[config.mk]
export PLATFORM = sky130hd
export DESIGN_NAME = uart_axi_lite_regif
export DESIGN_NICKNAME = d
export VERILOG_FILES = /design/src/rtl/axi4_lite_pkg.sv /design/src/rtl/uart_16550_regs_pkg.sv /design/src/rtl/uart_axi_lite_regif_irq_ctrl.sv /design/src/rtl/uart_axi_lite_regif.sv
export SDC_FILE = /design/constraint.sdc
export NUM_CORES = 1
export LEC_CHECK = 0
export BUFFER_PORTS_ARGS = -buffer_cell sky130_fd_sc_hd__buf_2
export CAP_MARGIN = 20
export CELL_PAD_IN_SITES_DETAIL_PLACEMENT = 1
export CELL_PAD_IN_SITES_GLOBAL_PLACEMENT = 1
export CORE_MARGIN = 2
export CORE_UTILIZATION = 32
export DETAILED_ROUTE_END_ITERATION = 16
export PLACE_DENSITY_LB_ADDON = 0.1
export SYNTH_ARGS = -nofsm -noshare
export SYNTH_HDL_FRONTEND = slang
export SYNTH_SLANG_ARGS = --single-unit
[constraint.sdc]
create_clock -name clk -period 2.25 [get_ports clk]
set_clock_uncertainty 0.1 [all_clocks]
set_input_delay 0 -clock clk [delete_from_list [all_inputs] [get_ports clk]]
set_output_delay 0 -clock clk [all_outputs]
set_load 0.05 [all_outputs]
[src/rtl/axi4_lite_pkg.sv]
// AXI4-Lite channel types shared by the UART register interface.
package axi4_lite_pkg;
  typedef logic [31:0] axi_lite_addr_t;
  typedef logic [31:0] axi_lite_data_t;
  typedef logic [3:0]  axi_lite_strb_t;
  typedef logic [1:0]  axi_lite_resp_t;

  localparam axi_lite_resp_t RESP_OKAY = 2'b00;
endpackage

[src/rtl/uart_16550_regs_pkg.sv]
// 16550 register map: indices, ISR codes, reset values and the register bundle
// exported to the TX/RX/baud datapath.
package uart_16550_regs_pkg;
  localparam int UART_DL_W  = 16;
  localparam int UART_PSD_W = 4;

  typedef logic [2:0] uart_reg_idx_t;

  localparam uart_reg_idx_t REG_RHR_THR = 3'd0;
  localparam uart_reg_idx_t REG_IER     = 3'd1;
  localparam uart_reg_idx_t REG_ISR_FCR = 3'd2;
  localparam uart_reg_idx_t REG_LCR     = 3'd3;
  localparam uart_reg_idx_t REG_MCR     = 3'd4;
  localparam uart_reg_idx_t REG_LSR     = 3'd5;
  localparam uart_reg_idx_t REG_MSR     = 3'd6;
  localparam uart_reg_idx_t REG_SPR     = 3'd7;

  localparam logic [4:0] ISR_LS   = 5'b01100;
  localparam logic [4:0] ISR_RX   = 5'b01000;
  localparam logic [4:0] ISR_TX   = 5'b00100;
  localparam logic [4:0] ISR_NONE = 5'b00011;

  localparam logic [7:0] IER_RST = 8'h00;
  localparam logic [7:0] FCR_RST = 8'h00;
  localparam logic [7:0] LCR_RST = 8'h03;
  localparam logic [7:0] MCR_RST = 8'h00;
  localparam logic [7:0] SPR_RST = 8'h00;
  localparam logic [7:0] DLL_RST = 8'h01;
  localparam logic [7:0] DLM_RST = 8'h00;
  localparam logic [7:0] THR_RST = 8'h00;
  localparam logic [7:0] RHR_RST = 8'h00;

  typedef struct packed {
    logic [7:0]            ier;
    logic [7:0]            fcr;
    logic [7:0]            lcr;
    logic [7:0]            mcr;
    logic [7:0]            spr;
    logic [7:0]            dll;
    logic [7:0]            dlm;
    logic [7:0]            thr;
    logic [7:0]            rhr;
    logic [UART_DL_W-1:0]  dl;
    logic [UART_PSD_W-1:0] psd;
    logic [7:0]            rx_trig;
  } uart_16550_regs_t;

  // FCR[7:6] trigger level scaled to the actual FIFO depth.
  function automatic logic [7:0] fcr_rx_trigger(input logic [1:0] sel, input int depth);
    case (sel)
      2'd0:    return 8'd1;
      2'd1:    return 8'(depth / 4);
      2'd2:    return 8'(depth / 2);
      default: return 8'(depth - 2);
    endcase
  endfunction
endpackage

[src/rtl/uart_axi_lite_regif_irq_ctrl.sv]
// Prioritised 16550 interrupt encoder: line status > RX data > TX empty.
module uart_irq_ctrl
  import uart_16550_regs_pkg::*;
(
  input  logic [2:0] i_ier,
  input  logic       i_rhr_has_data,
  input  logic       i_tx_ready,
  input  logic       i_parity_err,
  input  logic       i_framing_err,
  input  logic       i_overrun_err,
  output logic [7:0] o_isr,
  output logic       o_irq
);
  logic w_ls, w_rx, w_tx;

  assign w_ls = i_ier[2] & (i_parity_err | i_framing_err | i_overrun_err);
  assign w_rx = i_ier[0] & i_rhr_has_data;
  assign w_tx = i_ier[1] & i_tx_ready;

  always_comb begin
    o_isr = {3'b000, ISR_NONE};
    o_irq = 1'b1;
    if (w_ls)      o_isr = {3'b000, ISR_LS};
    else if (w_rx) o_isr = {3'b000, ISR_RX};
    else if (w_tx) o_isr = {3'b000, ISR_TX};
    else           o_irq = 1'b0;
  end
endmodule

[src/rtl/uart_axi_lite_regif.sv]
// AXI4-Lite slave exposing the 16550 register map; holds the control registers,
// THR and a one-byte RHR, and drives the datapath and interrupt outputs.
module uart_axi_lite_regif
  import axi4_lite_pkg::*;
  import uart_16550_regs_pkg::*;
#(
  parameter int DL_WIDTH   = 16,
  parameter int PSD_WIDTH  = 4,
  parameter int FIFO_DEPTH = 16
) (
  input  logic             clk,
  input  logic             rst,
  input  axi_lite_addr_t   awaddr,
  input  logic             awvalid,
  output logic             awready,
  input  axi_lite_data_t   wdata,
  input  axi_lite_strb_t   wstrb,
  input  logic             wvalid,
  output logic             wready,
  output logic             bvalid,
  input  logic             bready,
  output axi_lite_resp_t   bresp,
  input  axi_lite_addr_t   araddr,
  input  logic             arvalid,
  output logic             arready,
  output axi_lite_data_t   rdata,
  output logic             rvalid,
  input  logic             rready,
  output axi_lite_resp_t   rresp,
  output uart_16550_regs_t regs_out,
  output logic             wr_en,
  output logic             rd_en,
  input  logic [7:0]       rd_data,
  input  logic             tx_ready,
  input  logic             rx_ready,
  input  logic             parity_err,
  input  logic             framing_err,
  input  logic             overrun_err,
  output logic             new_baud,
  output logic             irq,
  output logic             irq_n
);
  logic           r_bvalid, r_rvalid, r_wr_en, r_new_baud;
  axi_lite_data_t r_rdata;
  logic [7:0]     r_ier, r_fcr, r_lcr, r_mcr, r_spr, r_dll, r_dlm, r_thr, r_rhr;
  logic           rhr_has_data;

  logic                 w_dlab, w_wr_acc, w_wr_do, w_rd_acc, w_irq;
  uart_reg_idx_t        w_widx, w_ridx;
  logic [7:0]           w_rbyte, w_isr, w_lsr;
  logic [DL_WIDTH-1:0]  w_dl;
  logic [PSD_WIDTH-1:0] w_psd;
  logic                 w_unused;

  assign w_dlab   = r_lcr[7];
  assign w_widx   = awaddr[2:0];
  assign w_ridx   = araddr[2:0];
  assign w_wr_acc = awvalid & wvalid & ~r_bvalid;
  assign w_wr_do  = w_wr_acc & wstrb[0];
  assign w_rd_acc = arvalid & ~r_rvalid;
  assign w_lsr    = {1'b0, tx_ready, tx_ready, 1'b0, framing_err, parity_err, overrun_err,
                     rhr_has_data};
  assign w_unused = ^{awaddr[31:3], wdata[31:8], wstrb[3:1], araddr[31:3]};

  assign awready = ~r_bvalid;
  assign wready  = ~r_bvalid;
  assign arready = ~r_rvalid;
  assign bvalid  = r_bvalid;
  assign rvalid  = r_rvalid;
  assign bresp   = RESP_OKAY;
  assign rresp   = RESP_OKAY;
  assign rdata   = r_rdata;
  assign wr_en   = r_wr_en;
  assign new_baud = r_new_baud;
  assign rd_en   = rx_ready & ~rhr_has_data;
  assign irq     = w_irq;
  assign irq_n   = ~w_irq;

  uart_irq_ctrl u_irq_ctrl (
    .i_ier          (r_ier[2:0]),
    .i_rhr_has_data (rhr_has_data),
    .i_tx_ready     (tx_ready),
    .i_parity_err   (parity_err),
    .i_framing_err  (framing_err),
    .i_overrun_err  (overrun_err),
    .o_isr          (w_isr),
    .o_irq          (w_irq)
  );

  always_comb begin
    case (w_ridx)
      REG_RHR_THR: w_rbyte = w_dlab ? r_dll : r_rhr;
      REG_IER:     w_rbyte = w_dlab ? r_dlm : r_ier;
      REG_ISR_FCR: w_rbyte = w_isr;
      REG_LCR:     w_rbyte = r_lcr;
      REG_MCR:     w_rbyte = r_mcr;
      REG_LSR:     w_rbyte = w_lsr;
      REG_MSR:     w_rbyte = 8'h00;
      default:     w_rbyte = r_spr;
    endcase
  end

  // Handshake state; wr_en/new_baud are one-cycle pulses aligned to the first bvalid cycle.
  always_ff @(posedge clk or negedge rst) begin
    if (!rst) begin
      r_bvalid   <= 1'b0;
      r_rvalid   <= 1'b0;
      r_rdata    <= '0;
      r_wr_en    <= 1'b0;
      r_new_baud <= 1'b0;
    end else begin
      r_wr_en    <= w_wr_do & (w_widx == REG_RHR_THR) & ~w_dlab;
      r_new_baud <= w_wr_do & ((w_widx == REG_RHR_THR) | (w_widx == REG_IER)) & w_dlab;
      if (w_wr_acc)                r_bvalid <= 1'b1;
      else if (r_bvalid && bready) r_bvalid <= 1'b0;
      if (w_rd_acc) begin
        r_rvalid <= 1'b1;
        r_rdata  <= {24'h000000, w_rbyte};
      end else if (r_rvalid && rready) begin
        r_rvalid <= 1'b0;
      end
    end
  end

  always_ff @(posedge clk or negedge rst) begin
    if (!rst) begin
      r_ier <= IER_RST;
      r_fcr <= FCR_RST;
      r_lcr <= LCR_RST;
      r_mcr <= MCR_RST;
      r_spr <= SPR_RST;
      r_dll <= DLL_RST;
      r_dlm <= DLM_RST;
      r_thr <= THR_RST;
    end else if (w_wr_do) begin
      case (w_widx)
        REG_RHR_THR: if (w_dlab) r_dll <= wdata[7:0]; else r_thr <= wdata[7:0];
        REG_IER:     if (w_dlab) r_dlm <= wdata[7:0]; else r_ier <= wdata[7:0];
        REG_ISR_FCR: r_fcr <= wdata[7:0];
        REG_LCR:     r_lcr <= wdata[7:0];
        REG_MCR:     r_mcr <= wdata[7:0];
        REG_SPR:     r_spr <= wdata[7:0];
        default:     ;
      endcase
    end
  end

  // Load and clear cannot collide: rd_en only fires while the RHR is empty.
  always_ff @(posedge clk or negedge rst) begin
    if (!rst) begin
      r_rhr        <= RHR_RST;
      rhr_has_data <= 1'b0;
    end else if (rd_en) begin
      r_rhr        <= rd_data;
      rhr_has_data <= 1'b1;
    end else if (w_rd_acc && (w_ridx == REG_RHR_THR) && !w_dlab) begin
      rhr_has_data <= 1'b0;
    end
  end

  assign w_dl  = DL_WIDTH'({r_dlm, r_dll});
  assign w_psd = '0;

  always_comb begin
    regs_out         = '0;
    regs_out.ier     = r_ier;
    regs_out.fcr     = r_fcr;
    regs_out.lcr     = r_lcr;
    regs_out.mcr     = r_mcr;
    regs_out.spr     = r_spr;
    regs_out.dll     = r_dll;
    regs_out.dlm     = r_dlm;
    regs_out.thr     = r_thr;
    regs_out.rhr     = r_rhr;
    regs_out.dl      = UART_DL_W'(w_dl);
    regs_out.psd     = UART_PSD_W'(w_psd);
    regs_out.rx_trig = fcr_rx_trigger(r_fcr[7:6], FIFO_DEPTH);
  end
endmodule

==> summary by stage <==
Status
The flow ran to the end, and the final reports show no timing, DRC or antenna violations.

Power
The cell area power density is 1080 nW/um^2. The clock share of power is 0.234. Cell internal power was estimated by the tool at 3260 uW. VDD sags by at most 472 uV. The combinational fraction of design power is 0.419. Of the total power, registers draw 0.347.

The standby leakage power is 0.00281 uW. The net load switching power is 2700 uW. Of the total power, the share spent switching nets is 0.453.

Synthesis
Synthesis inferred 85 register bits. The top cell type's share of synthesized area is 0.482. Of the total synthesized cell area, the portion taken by full adders, half adders and majority gates is 0. A synthesized cell averages 12.5 um^2.

Yosys attributes the largest share of cell area to dfrtp_1, mux2_2, buf_4, mux4_2, dfstp_2. The most common flop cell mapped by yosys is dfrtp_1. In this run the cell area of the synthesized design comes to 4260 um^2. Of the total synthesized cell area, the portion taken by XOR and XNOR cells is 0. The number of instances in the synthesized netlist is 342. The number of distinct standard cells referenced by the synthesized netlist is 44. The count of flip-flops with a built-in enable after synthesis is 0. The post-synthesis compound-gate area fraction is 0.0811.

The post-synthesis cell type with the largest combined area is dfrtp_1. The sequential area share after synthesis is 0.500. Of the total synthesized cell area, the portion taken by AND, OR, NAND and NOR gates is 0.0740. The combinational family with the most area after synthesis is multiplexers. After synthesis, the share of flip-flops with an asynchronous set or reset is 1.00.

After synthesis, the share of cell area in mux cells is 0.228. For this run, the number of Yosys warnings is 0.

Floorplan
The x dimension of the die is 119 um. For this design the top-level I/O count stands at 266. The floorplan step defined a die boundary enclosing 14300 um^2. The number of core rows is 42. The die is 119 um tall. The initial utilization of the core area, before any placement, comes to 0.324. The total area inside the core boundary comes to 13100 um^2.

Min path
The worst min-delay path class is in -> reg.

Worst setup path
The signal arrival time at the worst endpoint is 2220 ps. The critical path is of the reg -> reg type. The critical-path cell with the highest stage delay is or3_1. The worst setup path is launched from a flip-flop.

In this run the worst path has a maximum fanout of 9. The signal on the critical path passes through nand4b_4 > or3_1 > nor3_4 > mux2_2. At the worst endpoint, the required time is 2380 ps. The worst setup path is captured at a flip-flop. The largest single stage delay on the critical path is 460 ps. The flop-to-flop setup slack is 160 ps.

Global routing
The maximum number of pins on one net before global-route repair is 45. In the global route stage, overall resource usage came out at 0.188. The via count of the first global-routing pass is 3314. The initial antenna violation count came to 0. In the global route stage, met1 resource usage came out at 0.246. For met3 alone, demand over resource in global routing was 0.0551. The global-route track usage on met2 is 0.301. The total congestion overflow after global routing is 0. The global-route wire length before repair is 20000 um. The layer with the highest usage after global routing is met2.

Cells and area
The area added between synthesis and finish is 28.9%. The post-route core utilization is 0.418. Summing all flip-flop and latch instances after layout gives 2130 um^2. The number of nets in the layout is 617. The repair_antennas step left the layout with diodes totalling 0. The area of combinational cells with multiple inputs is 1770 um^2. The filler cells instantiated in the layout total 1449. The proportion of layout cells with a drive suffix above 1 is 0.512.

Clocking
The clock net in this run drives a total of 85 sinks. The clock passes through at most 2 buffers. The cell sitting at the root of the clock tree is a clkbuf_16. The TritonCTS clock tree is built. Clock-pin slew was measured on the worst setup and hold paths at 60 ps. The H-tree generated during clock tree synthesis spans 3 levels. The quantity of gates resized following cts is 0.

Clock latency on the worst-skew pair, taken at its later pin, is 350 ps. After clock tree synthesis, the setup repair step added 0 buffers. Clock tree synthesis inserted a total of 9 buffers.

STA
The pin slew with the least headroom to its limit is 643 ps. The worst hold margin is 19.0 ps. The count of endpoints failing hold in the final timing report came to 0. The count of pins over their slew limit is 0. Of the available clock period, the critical path in the final layout requires 0.930. The total setup violations reported at the end of the flow is 0.

The clock period could shrink to 2090 ps. Static timing analysis puts the maximum clock frequency at 0.478 GHz. Setup repair after global routing left no endpoint under its margin.

Headroom to the max-slew limit came out at 0.570. Summed over all failing endpoints, the final setup total negative slack is 0 ps.

Placement
The count of buffers added on input and output ports is 144. The global placement routability congestion is 0.804. The wire-length estimate of the detail-placed layout is 9230 um.

Route
The routed via count divided by cell count is 4.67. After detailed routing, the number of remaining DRC violations is 0. The routed via count is 3164. The detailed router finished its first iteration with 138 violations. For this block, the routed nets add up to 12900 um of wire. In the final routed layout, each cell accounts on average for 19.0 um. The number of search-and-repair iterations in the first detailed-routing pass is 4. Once detail routing completed, the nets flagged for antenna violations numbered 0.

Run
The max-cap violation count is 0.
==> worst max-delay path, delay by kind of cell (launching register included) <==
| family | cells | cell delay (ps) |
|---|---|---|
| muxes | 1 | 390 |
| and+or+nand+nor | 3 | 1080 |
| DFF | 1 | 390 |
==> path summary, 6_finish.rpt <==
check                               from  endpoint  cells after the start
worst max register to register    bvalid  r_thr[7]                      4
worst min-delay path            wstrb[0]  new_baud                      4
min in group asynchronous            rst    rvalid                      2
max in group asynchronous            rst  r_dll[0]                      3
worst max-delay path              bvalid  r_thr[7]                      4
worst min register to register  rdata[5]  rdata[5]                      2
==> timing repair <==
item,in CTS,in global routing
hold endpoints to repair,109,1
hold buffers,22,1
endpoints found under the setup margin,0,0
==> cells by family after synthesis <==
group	after synthesis
compound gates	50
flops	85
other cells	1
buf+inv	77
simple gates	46
mux	83
==> state kept, by name (all words and copies together), names as in the netlist <==
signal	flops
r_dll	8
r_dlm	8
r_fcr	8
r_ier	8
r_lcr	8
r_mcr	8
r_rhr	8
r_spr	8
r_thr	8
rdata	8
bvalid	1
new_baud	1
rhr_has_data	1
rvalid	1
wr_en	1
==> stage by stage <==
stage | instances | worst slack [ps] | cell area [um^2] | total power [uW]
floorplan | 377 | 8.03 | 4400 | 3980
global placement | 639 | 179 | 4990 | 4540
detailed placement | 639 | 134 | 4990 | 4580
CTS | 677 | 118 | 5480 | 6030
global route | 678 | 15.6 | 5490 | 6230
finish | 678 | 157 | 5490 | 5950
==> cell type report <==
| cell class | instances | share of cell area |
|---|---|---|
| Clock buffer | 12 | 0.0449 |
| Clock inverter | 4 | 0.00456 |
| Inverter | 7 | 0.00478 |
| Multi-Input combinational cell | 215 | 0.323 |
| Sequential cell | 85 | 0.388 |
| Tap cell | 176 | 0.0401 |
| Timing Repair Buffer | 179 | 0.195 |
==> cell usage in the layout, fill, tap and decap left out, types with 4 or more instances in the layout <==
| cell type | synthesis | final |
|---|---|---|
| mux2_2 | 73 | 73 |
| buf_4 | 53 | 11 |
| o21ai_0 | 13 | 13 |
| dlygate4sd3_1 | 0 | 23 |
| buf_2 | 4 | 143 |
| or3_1 | 5 | 5 |
| inv_1 | 7 | 7 |
| mux2i_1 | 6 | 6 |
| a221oi_1 | 6 | 5 |
| o211ai_1 | 4 | 4 |
| dfrtp_1 | 82 | 82 |
| nand2_1 | 12 | 12 |
| a21oi_1 | 6 | 6 |
| nor2b_1 | 4 | 4 |
| a21o_1 | 4 | 4 |
| clkbuf_16 | 0 | 9 |
| mux4_2 | 4 | 4 |
| conb_1 | 1 | 36 |
| nor2_1 | 5 | 5 |
==> power groups by stage <==
stage	clock network [uW]	registers (uW)	logic, uW
final	1390	2060	2500
after floorplan	0	3070	914
after detailed placement	0	2100	2480
after global placement	0	2080	2460
after global routing	1510	2120	2610
after CTS	1450	2070	2520
==> routing by layer <==
layer | up-vias | share of wire
li1 | 1461 | -
met1 | 1571 | 0.44
met2 | 117 | 0.48
met3 | 15 | 0.064
met4 | 0 | 0.018
met5 | - | 0
==> cell usage after synthesis (3+ instances only) <==
cell	number
a21o_1	4
a21oi_1	6
a221o_1	3
a221oi_1	6
and2_1	3
buf_2	4
buf_4	53
clkbuf_1	12
dfrtp_1	82
dfstp_2	3
inv_1	7
mux2_2	73
mux2i_1	6
mux4_2	4
nand2_1	12
nand3_1	3
nor2_1	5
nor2b_1	4
o211ai_1	4
o21ai_0	13
or3_1	5
Note: power is estimated with default switching activity, not from simulation.
